## config.mk

```make
export PLATFORM = sky130hd
export DESIGN_NAME = apb_req_master
export DESIGN_NICKNAME = d
export VERILOG_FILES = /design/src/rtl/apb_pkg.sv /design/src/rtl/apb_slv_mux.sv /design/src/rtl/apb_req_master.sv
export SDC_FILE = /design/constraint.sdc
export NUM_CORES = 1
export LEC_CHECK = 0
export ABC_AREA = 1
export CAP_MARGIN = 20
export CORE_AREA = 3 3 100 174
export DETAILED_ROUTE_END_ITERATION = 10
export DIE_AREA = 0 0 103 177
export GPL_ROUTABILITY_DRIVEN = 0
export PLACE_DENSITY = 0.84
export SETUP_SLACK_MARGIN = 0.1
export SKIP_LAST_GASP = 1
export SLEW_MARGIN = 40
export SYNTH_ARGS = -nofsm -noshare
export SYNTH_HDL_FRONTEND = slang
export SYNTH_HIERARCHICAL = 1
export SYNTH_SLANG_ARGS = --single-unit
```

## constraint.sdc

```tcl
create_clock -name pclk -period 2.61 [get_ports pclk]
set_input_delay 0.6525 -clock pclk [delete_from_list [all_inputs] [get_ports pclk]]
set_output_delay 0.6525 -clock pclk [all_outputs]
set_load 0.05 [all_outputs]
```

## src/rtl/apb_pkg.sv

```systemverilog
// -----------------------------------------------------------------------------
// apb_pkg
// Shared definitions for the APB request master and its slave mux.
//   apb_state_t : transfer FSM encoding (IDLE / SETUP / ACCESS)
//   apb_sel_w() : width of the slave index, $clog2 of the slave count
//   apb_rsp_t   : registered response flags (the read data travels beside it
//                 because its width is chosen per instance)
// -----------------------------------------------------------------------------
package apb_pkg;

   typedef enum logic [1:0] {
      IDLE   = 2'd0,
      SETUP  = 2'd1,
      ACCESS = 2'd2
   } apb_state_t;

   // Number of address MSBs used to pick a slave (SEL_W = $clog2(NSLV)).
   function automatic int apb_sel_w(input int nslv);
      return $clog2(nslv);
   endfunction

   typedef struct packed {
      logic valid;
      logic err;
   } apb_rsp_t;

endpackage

```

## src/rtl/apb_slv_mux.sv

```systemverilog
// -----------------------------------------------------------------------------
// apb_slv_mux
// Decodes the slave index into a one-hot psel and routes the selected slave's
// pready / pslverr / prdata back to the master. Only the indexed slave is ever
// observed; every other slave's response lines are ignored.
// Ports:
//   idx       in   SEL_W     slave index (top address bits)
//   sel_en    in   1         drive a select (SETUP / ACCESS)
//   psel      out  NSLV      one-hot select, all zero when sel_en is low
//   prdata    in   NSLV*DW   packed slave read data, slave k at [k*DW +: DW]
//   pready    in   NSLV      per-slave ready
//   pslverr   in   NSLV      per-slave error
//   sel_ready out  1         pready of the indexed slave
//   sel_err   out  1         pslverr of the indexed slave
//   sel_rdata out  DW        prdata slice of the indexed slave
// -----------------------------------------------------------------------------
module apb_slv_mux
   import apb_pkg::*;
#(
   parameter  int NSLV  = 4,
   parameter  int DW    = 32,
   localparam int SEL_W = apb_sel_w(NSLV)
)(
   input  logic [SEL_W-1:0]   idx,
   input  logic               sel_en,
   output logic [NSLV-1:0]    psel,
   input  logic [NSLV*DW-1:0] prdata,
   input  logic [NSLV-1:0]    pready,
   input  logic [NSLV-1:0]    pslverr,
   output logic               sel_ready,
   output logic               sel_err,
   output logic [DW-1:0]      sel_rdata
);

   // A compare-per-slave loop keeps every slice index constant, so the
   // decode and the return mux come out as plain and-or trees.
   always_comb begin
      psel      = '0;
      sel_ready = 1'b0;
      sel_err   = 1'b0;
      sel_rdata = '0;
      for (int k = 0; k < NSLV; k++) begin
         if (idx == SEL_W'(k)) begin
            psel[k]   = sel_en;
            sel_ready = pready[k];
            sel_err   = pslverr[k];
            sel_rdata = prdata[k*DW +: DW];
         end
      end
   end

endmodule

```

## src/rtl/apb_req_master.sv

```systemverilog
// -----------------------------------------------------------------------------
// apb_req_master
// Turns a valid/ready command stream into APB transfers to one of NSLV slaves
// and returns a one-cycle response pulse per completed transfer.
// The slave is chosen by the top $clog2(NSLV) bits of the byte address.
// Optional feature: define APB_TIMEOUT_EN to bound the ACCESS phase to
// TIMEOUT_CYC cycles; an expired transfer completes with rsp_err=1, rdata 0.
// Ports:
//   pclk, preset                 clock, asynchronous active-low reset
//   cmd_valid / cmd_ready        command handshake
//   cmd_addr/write/wdata/strb/prot  command fields
//   rsp_valid, rsp_rdata, rsp_err   response (data/err held until the next one)
//   paddr, psel, penable, pwrite, pwdata, pstrb, pprot   APB request side
//   prdata, pready, pslverr      APB slave return (packed per slave)
// -----------------------------------------------------------------------------
module apb_req_master
   import apb_pkg::*;
#(
   parameter int AW          = 32,
   parameter int DW          = 32,
   parameter int NSLV        = 4,
   parameter int TIMEOUT_CYC = 16
)(
   input  logic               pclk,
   input  logic               preset,
   input  logic               cmd_valid,
   output logic               cmd_ready,
   input  logic [AW-1:0]      cmd_addr,
   input  logic               cmd_write,
   input  logic [DW-1:0]      cmd_wdata,
   input  logic [DW/8-1:0]    cmd_strb,
   input  logic [2:0]         cmd_prot,
   output logic               rsp_valid,
   output logic [DW-1:0]      rsp_rdata,
   output logic               rsp_err,
   output logic [AW-1:0]      paddr,
   output logic [NSLV-1:0]    psel,
   output logic               penable,
   output logic               pwrite,
   output logic [DW-1:0]      pwdata,
   output logic [DW/8-1:0]    pstrb,
   output logic [2:0]         pprot,
   input  logic [NSLV*DW-1:0] prdata,
   input  logic [NSLV-1:0]    pready,
   input  logic [NSLV-1:0]    pslverr
);

   localparam int SEL_W = apb_sel_w(NSLV);

   if ((DW % 8) != 0 || NSLV < 2 || NSLV > 16 || (NSLV & (NSLV - 1)) != 0 ||
       TIMEOUT_CYC < 1) begin : g_bad_params
      $error("apb_req_master: unsupported parameter combination");
   end

   apb_state_t    state;
   apb_state_t    state_nxt;
   apb_rsp_t      rsp_q;
   logic          sel_en;
   logic          sel_ready;
   logic          sel_err;
   logic [DW-1:0] sel_rdata;
   logic          timeout;
   logic          xfer_done;
   logic          cmd_load;

   apb_slv_mux #(
      .NSLV (NSLV),
      .DW   (DW)
   ) u_slv_mux (
      .idx       (paddr[AW-1 -: SEL_W]),
      .sel_en    (sel_en),
      .psel      (psel),
      .prdata    (prdata),
      .pready    (pready),
      .pslverr   (pslverr),
      .sel_ready (sel_ready),
      .sel_err   (sel_err),
      .sel_rdata (sel_rdata)
   );

   // A transfer ends in the ACCESS cycle where the indexed slave is ready,
   // or where the optional watchdog gives up on it.
   assign xfer_done = (state == ACCESS) && (sel_ready || timeout);
   assign cmd_load  = cmd_valid && cmd_ready;

`ifdef APB_TIMEOUT_EN
   localparam int CNT_W = $clog2(TIMEOUT_CYC + 1);
   logic [CNT_W-1:0] wait_cnt;

   // Counts ACCESS cycles without a ready; cleared in SETUP so every
   // transfer starts ACCESS from zero. The cycle that would take the count
   // to TIMEOUT_CYC is the forced completion.
   always_ff @(posedge pclk or negedge preset) begin
      if (!preset) begin
         wait_cnt <= '0;
      end else if (state == SETUP) begin
         wait_cnt <= '0;
      end else if (state == ACCESS && !sel_ready) begin
         wait_cnt <= wait_cnt + 1'b1;
      end
   end

   assign timeout = (state == ACCESS) && !sel_ready &&
                    (wait_cnt == CNT_W'(TIMEOUT_CYC - 1));
`else
   assign timeout = 1'b0;
`endif

   // State register.
   always_ff @(posedge pclk or negedge preset) begin
      if (!preset) begin
         state <= IDLE;
      end else begin
         state <= state_nxt;
      end
   end

   // Next state: a completing ACCESS with a new command pending skips IDLE.
   always_comb begin
      state_nxt = state;
      unique case (state)
         IDLE:    if (cmd_valid) state_nxt = SETUP;
         SETUP:   state_nxt = ACCESS;
         ACCESS:  if (xfer_done) state_nxt = cmd_valid ? SETUP : IDLE;
         default: state_nxt = IDLE;
      endcase
   end

   // Outputs decoded from state; cmd_ready in ACCESS follows the slave's
   // ready combinationally so back-to-back commands lose no cycle.
   always_comb begin
      cmd_ready = 1'b0;
      sel_en    = 1'b0;
      penable   = 1'b0;
      unique case (state)
         IDLE: begin
            cmd_ready = 1'b1;
         end
         SETUP: begin
            sel_en = 1'b1;
         end
         ACCESS: begin
            sel_en    = 1'b1;
            penable   = 1'b1;
            cmd_ready = xfer_done;
         end
         default: begin
            cmd_ready = 1'b0;
         end
      endcase
   end

   // Command fields are captured only on acceptance, which keeps them stable
   // for the whole SETUP/ACCESS pair. Strobes carry no meaning on reads.
   always_ff @(posedge pclk or negedge preset) begin
      if (!preset) begin
         paddr  <= '0;
         pwrite <= 1'b0;
         pwdata <= '0;
         pstrb  <= '0;
         pprot  <= '0;
      end else if (cmd_load) begin
         paddr  <= cmd_addr;
         pwrite <= cmd_write;
         pwdata <= cmd_wdata;
         pstrb  <= cmd_write ? cmd_strb : '0;
         pprot  <= cmd_prot;
      end
   end

   // Response: valid pulses for the cycle after completion, while error and
   // data are only rewritten by a completion and otherwise hold.
   always_ff @(posedge pclk or negedge preset) begin
      if (!preset) begin
         rsp_q     <= '0;
         rsp_rdata <= '0;
      end else begin
         rsp_q.valid <= xfer_done;
         if (xfer_done) begin
            rsp_q.err <= sel_err || timeout;
            rsp_rdata <= (pwrite || timeout) ? '0 : sel_rdata;
         end
      end
   end

   assign rsp_valid = rsp_q.valid;
   assign rsp_err   = rsp_q.err;

endmodule

```

==> metrics.md <==
| Metric | Value |
|---|---|
| Initial cell density of the core | 0.3496 |
| Antenna violations before repair | 0 |
| Synthesized area per cell | roughly 8 um2 |
| Post-layout total power | approximately 13 mW |
| Wire length after detailed routing | 19610 um |
| Number of clock sinks seen by CTS | 108 |
| Layout cell share with drive strength beyond 1 | 0.06900 |
| Required time at the endpoint of the critical path | 1.96 ns |
| Die ar. | ~18000 um2 |
| Fraction of the yosys area taken by sequential cells | 0.4823 |
| Number of nets at the end of the flow | 1211 |
| Non-filler instance count after layout | around 1200 |
| Type of the tightest min-delay check | in -> async |
| Most common cell after layout, fill and taps aside | sky130_fd_sc_hd__clkdlybuf4s50_1 |
| Number of nets in the synthesized netlist | 913 |
| Remaining number of nets flagged by the antenna check after routing | 0 |
| Post-route minimum period | 2.441 ns |
| Clk root buf | sky130_fd_sc_hd__clkbuf_16 |
| Critical path cell sequence | clkdlybuf4s50_1 |
| Final Max Slew Viols | 0 |
| Number of hold-slack violations in the final timing report | 0 |
| Slowest Stage Delay on Critical Path | 0.90 ns |
| Placed cell count | 1170 |
| Area inside the core boundary | 16030 um2 |
| Vias per cell | 5.093 |
| Number of buffers inserted during clock tree synthesis | 9 |
| Total inserted antenna cells | 0 |
| Sequential standard cell area | ~2700 um2 |
| Power per standard cell area | 1402 nW/um2 |
| Total routing usage reported by global routing | 0.2120 |
| First-pass GRT wire length | roughly 30000 um |
| Post-CTS clock slew at the launch and capture registers of the worst setup and hold paths | roughly 0.08 ns |
| Synth cell types | 19 |
| Critical path start-end classification | reg -> out |
| Maximum number of pins on one net before global-route repair | 73 |
| Number of inserted filler cells in the final layout | 1440 |
| Final non-filler cell area | about 9200 um2 |
| Number of rows created at floorplan | 61 |
| Max-slew headroom | 0.6033 |
| Clock tree skew after final layout | approximately 0.015 ns |
| Number of buffers added on ports | 322 |
| Number of buffers and inverters on the critical path | 1 |
| Insertion delay to the later sink of the worst-skew pair | 0.35 ns |
| Post-place instance area | 8870 um2 |
| Number of buffers on the longest clock path | 2 |
| Ys Warns | 6 |
| Delay-heaviest family, CP | buffers and inverters |
| Leak | 4.146 nW |
| Residual DRC | 0 |
| Commonest cells after routing, fill and taps aside | sky130_fd_sc_hd__clkdlybuf4s50_1, sky130_fd_sc_hd__nand2_1, sky130_fd_sc_hd__nand3_1 |
| Outcome | complete, no violations |
| Max-cap viol count | 0 |
| Number of I/O pins | around 320 |
| Half-perimeter wire length after detailed placement | 14780 um |
| Maximum fanout encountered on the critical timing path | 8 |
| Area taken by multi-input logic gates | approximately 2400 um2 |
| Maximum vdd ir drop | 0.7480 mV |
| Endpoint type of the worst setup path | output pin |
| Via count of the first global-routing pass | 6037 |
| Count of vias placed by the detailed router | around 6100 |
| Unrepaired setup endpoints after global routing | false |
| Overall overflow remaining after global route | 0 |
| Post-synthesis instance area | 5604 um2 |
| Most area-consuming cells after synthesis | sky130_fd_sc_hd__dfrtp_1, sky130_fd_sc_hd__nand2_1, sky130_fd_sc_hd__nand3_1, sky130_fd_sc_hd__nand4_1, sky130_fd_sc_hd__buf_6 |
| Worst-path cell with the longest stage delay | sky130_fd_sc_hd__clkdlybuf4s50_1 |
| Detailed-routing iteration count for the pre-antenna-repair pass | 7 |
| Sum of negative setup slack | 0 ns |
| Post-Synthesis Cells | 697 |
| Initial DRC Count | 182 |
| Top cell type's share of synthesized area | 0.4823 |
| Routed WL per cell | ~16 um |
| CTS tree | done |
| Area overhead of the layout relative to synthesis | 64.55% |
| Actual transition at the worst max-transition pin | approximately 0.6 ns |
| Startpoint types | register |
| Arrival time worst endpoint | around 1.8 ns |
| Maximum operating frequency | 409.6 MHz |
| Vertical extent of the die | between 150 and 200 um |
| Dominant cell type by area after synthesis | sky130_fd_sc_hd__dfrtp_1 |
| Die X | 103 um |
| Htree depth | 3 |
| Final worst path period share | 0.9353 |
| Yosys reg bits | 108 |
| Setup-violating endpoint count in the final report | 0 |
-- routing by layer --
| metal | vias to the layer above | wire (um) | global-route usage |
|---|---|---|---|
| li1 | 2917 | - | - |
| met1 | 2786 | 6818 | 0.2179 |
| met2 | 296 | 10300 | 0.3850 |
| met3 | 56 | 1466 | 0.05089 |
| met4 | 0 | 1025 | 0.1097 |
| met5 | - | 0 | 0 |
-- timing repair --
action	CTS	global route
resized for setup	2	1
hold buffers	0	0
setup endpoints to repair	2	1
setup buffers	3	0
gates cloned	0	0
-- area by class of cell --
| cell class | instances | area share |
|---|---|---|
| Inverter | 16 | 0.007327 |
| Timing Repair Buffer | 344 | 0.3771 |
| Clock buffer | 10 | 0.02483 |
| Clock inverter | 6 | 0.009091 |
| Multi-Input combinational cell | 516 | 0.2624 |
| Sequential cell | 108 | 0.2936 |
| Tap cell | 189 | 0.02564 |
-- sequential cells by signal (all words and copies together), names as in the netlist --
signal,flops
pwdata,32
rsp_rdata,32
rsp_valid,1
paddr,32
rsp_err,1
pwrite,1
pprot,3
state,2
pstrb,4
-- path summary, 6_finish.rpt --
| path | cells after the start | slack [ns] | from | end |
|---|---|---|---|---|
| setup / recovery | 1 | 0.17 | paddr[30] | paddr[30] |
| hold / removal | 1 | 0.24 | preset | paddr[18] |
| setup reg to reg | 10 | 0.63 | paddr[31] | pwdata[7] |
| hold reg to reg | 2 | 0.47 | pwdata[16] | pwdata[16] |
| max in group asynchronous | 2 | 1.70 | preset | paddr[31] |
| min in group pclk | 2 | 0.47 | pwdata[16] | pwdata[16] |
-- logic make-up (layout without fill, tap and decap cells) --
| logic type | Yosys count | in the layout | share of synthesized area |
|---|---|---|---|
| buffers and inverters | 73 | 376 | 0.08863 |
| DFF | 108 | 108 | 0.4823 |
| and+or+nand+nor | 478 | 478 | 0.3885 |
| AOI/OAI and AO/OA | 33 | 33 | 0.02947 |
| adders and majority gates | 5 | 5 | 0.01116 |
-- cells in the mapped netlist (all sizes together) --
cell and number:
nand2 262, nand3 177, dfrtp 108, buf 55, nand4 34, o21ai 33
inv 16, ha 5, nor3 4, clkbuf 2, nor2 1
-- through the flow --
step | util | hold WS [ns] | setup slack [ns]
final | 0.5753 | 0.2366 | 0.1687
after global routing | 0.5753 | 0.2539 | 0.1017
after CTS | 0.5752 | 0.2403 | 0.1357
after detailed placement | 0.5534 | 0.4576 | 0.1672
after global placement | 0.5534 | 0.4514 | 0.1629
after floorplan | - | 0.3569 | 0.1562
-- power breakdown --
part | switching (mW) | internal, mW | total (mW)
sequential | 0.513 | 2.50 | 3.01
combinational | 5.69 | 2.79 | 8.49
clock | 0.658 | 0.768 | 1.43
-- worst reg2reg max path, stage by stage, from the launching register on --
cell,delay [ns]
sky130_fd_sc_hd__dfrtp_4,0.58
sky130_fd_sc_hd__buf_12,0.17
sky130_fd_sc_hd__nand3_1,0.08
sky130_fd_sc_hd__nand4_1,0.17
sky130_fd_sc_hd__buf_4,0.19
sky130_fd_sc_hd__nand2_2,0.09
sky130_fd_sc_hd__nand2_2,0.07
sky130_fd_sc_hd__nand3_4,0.07
sky130_fd_sc_hd__buf_12,0.27
sky130_fd_sc_hd__nand2_1,0.15
sky130_fd_sc_hd__nand2_1,0.08
Note: power is estimated with default switching activity, not from simulation.
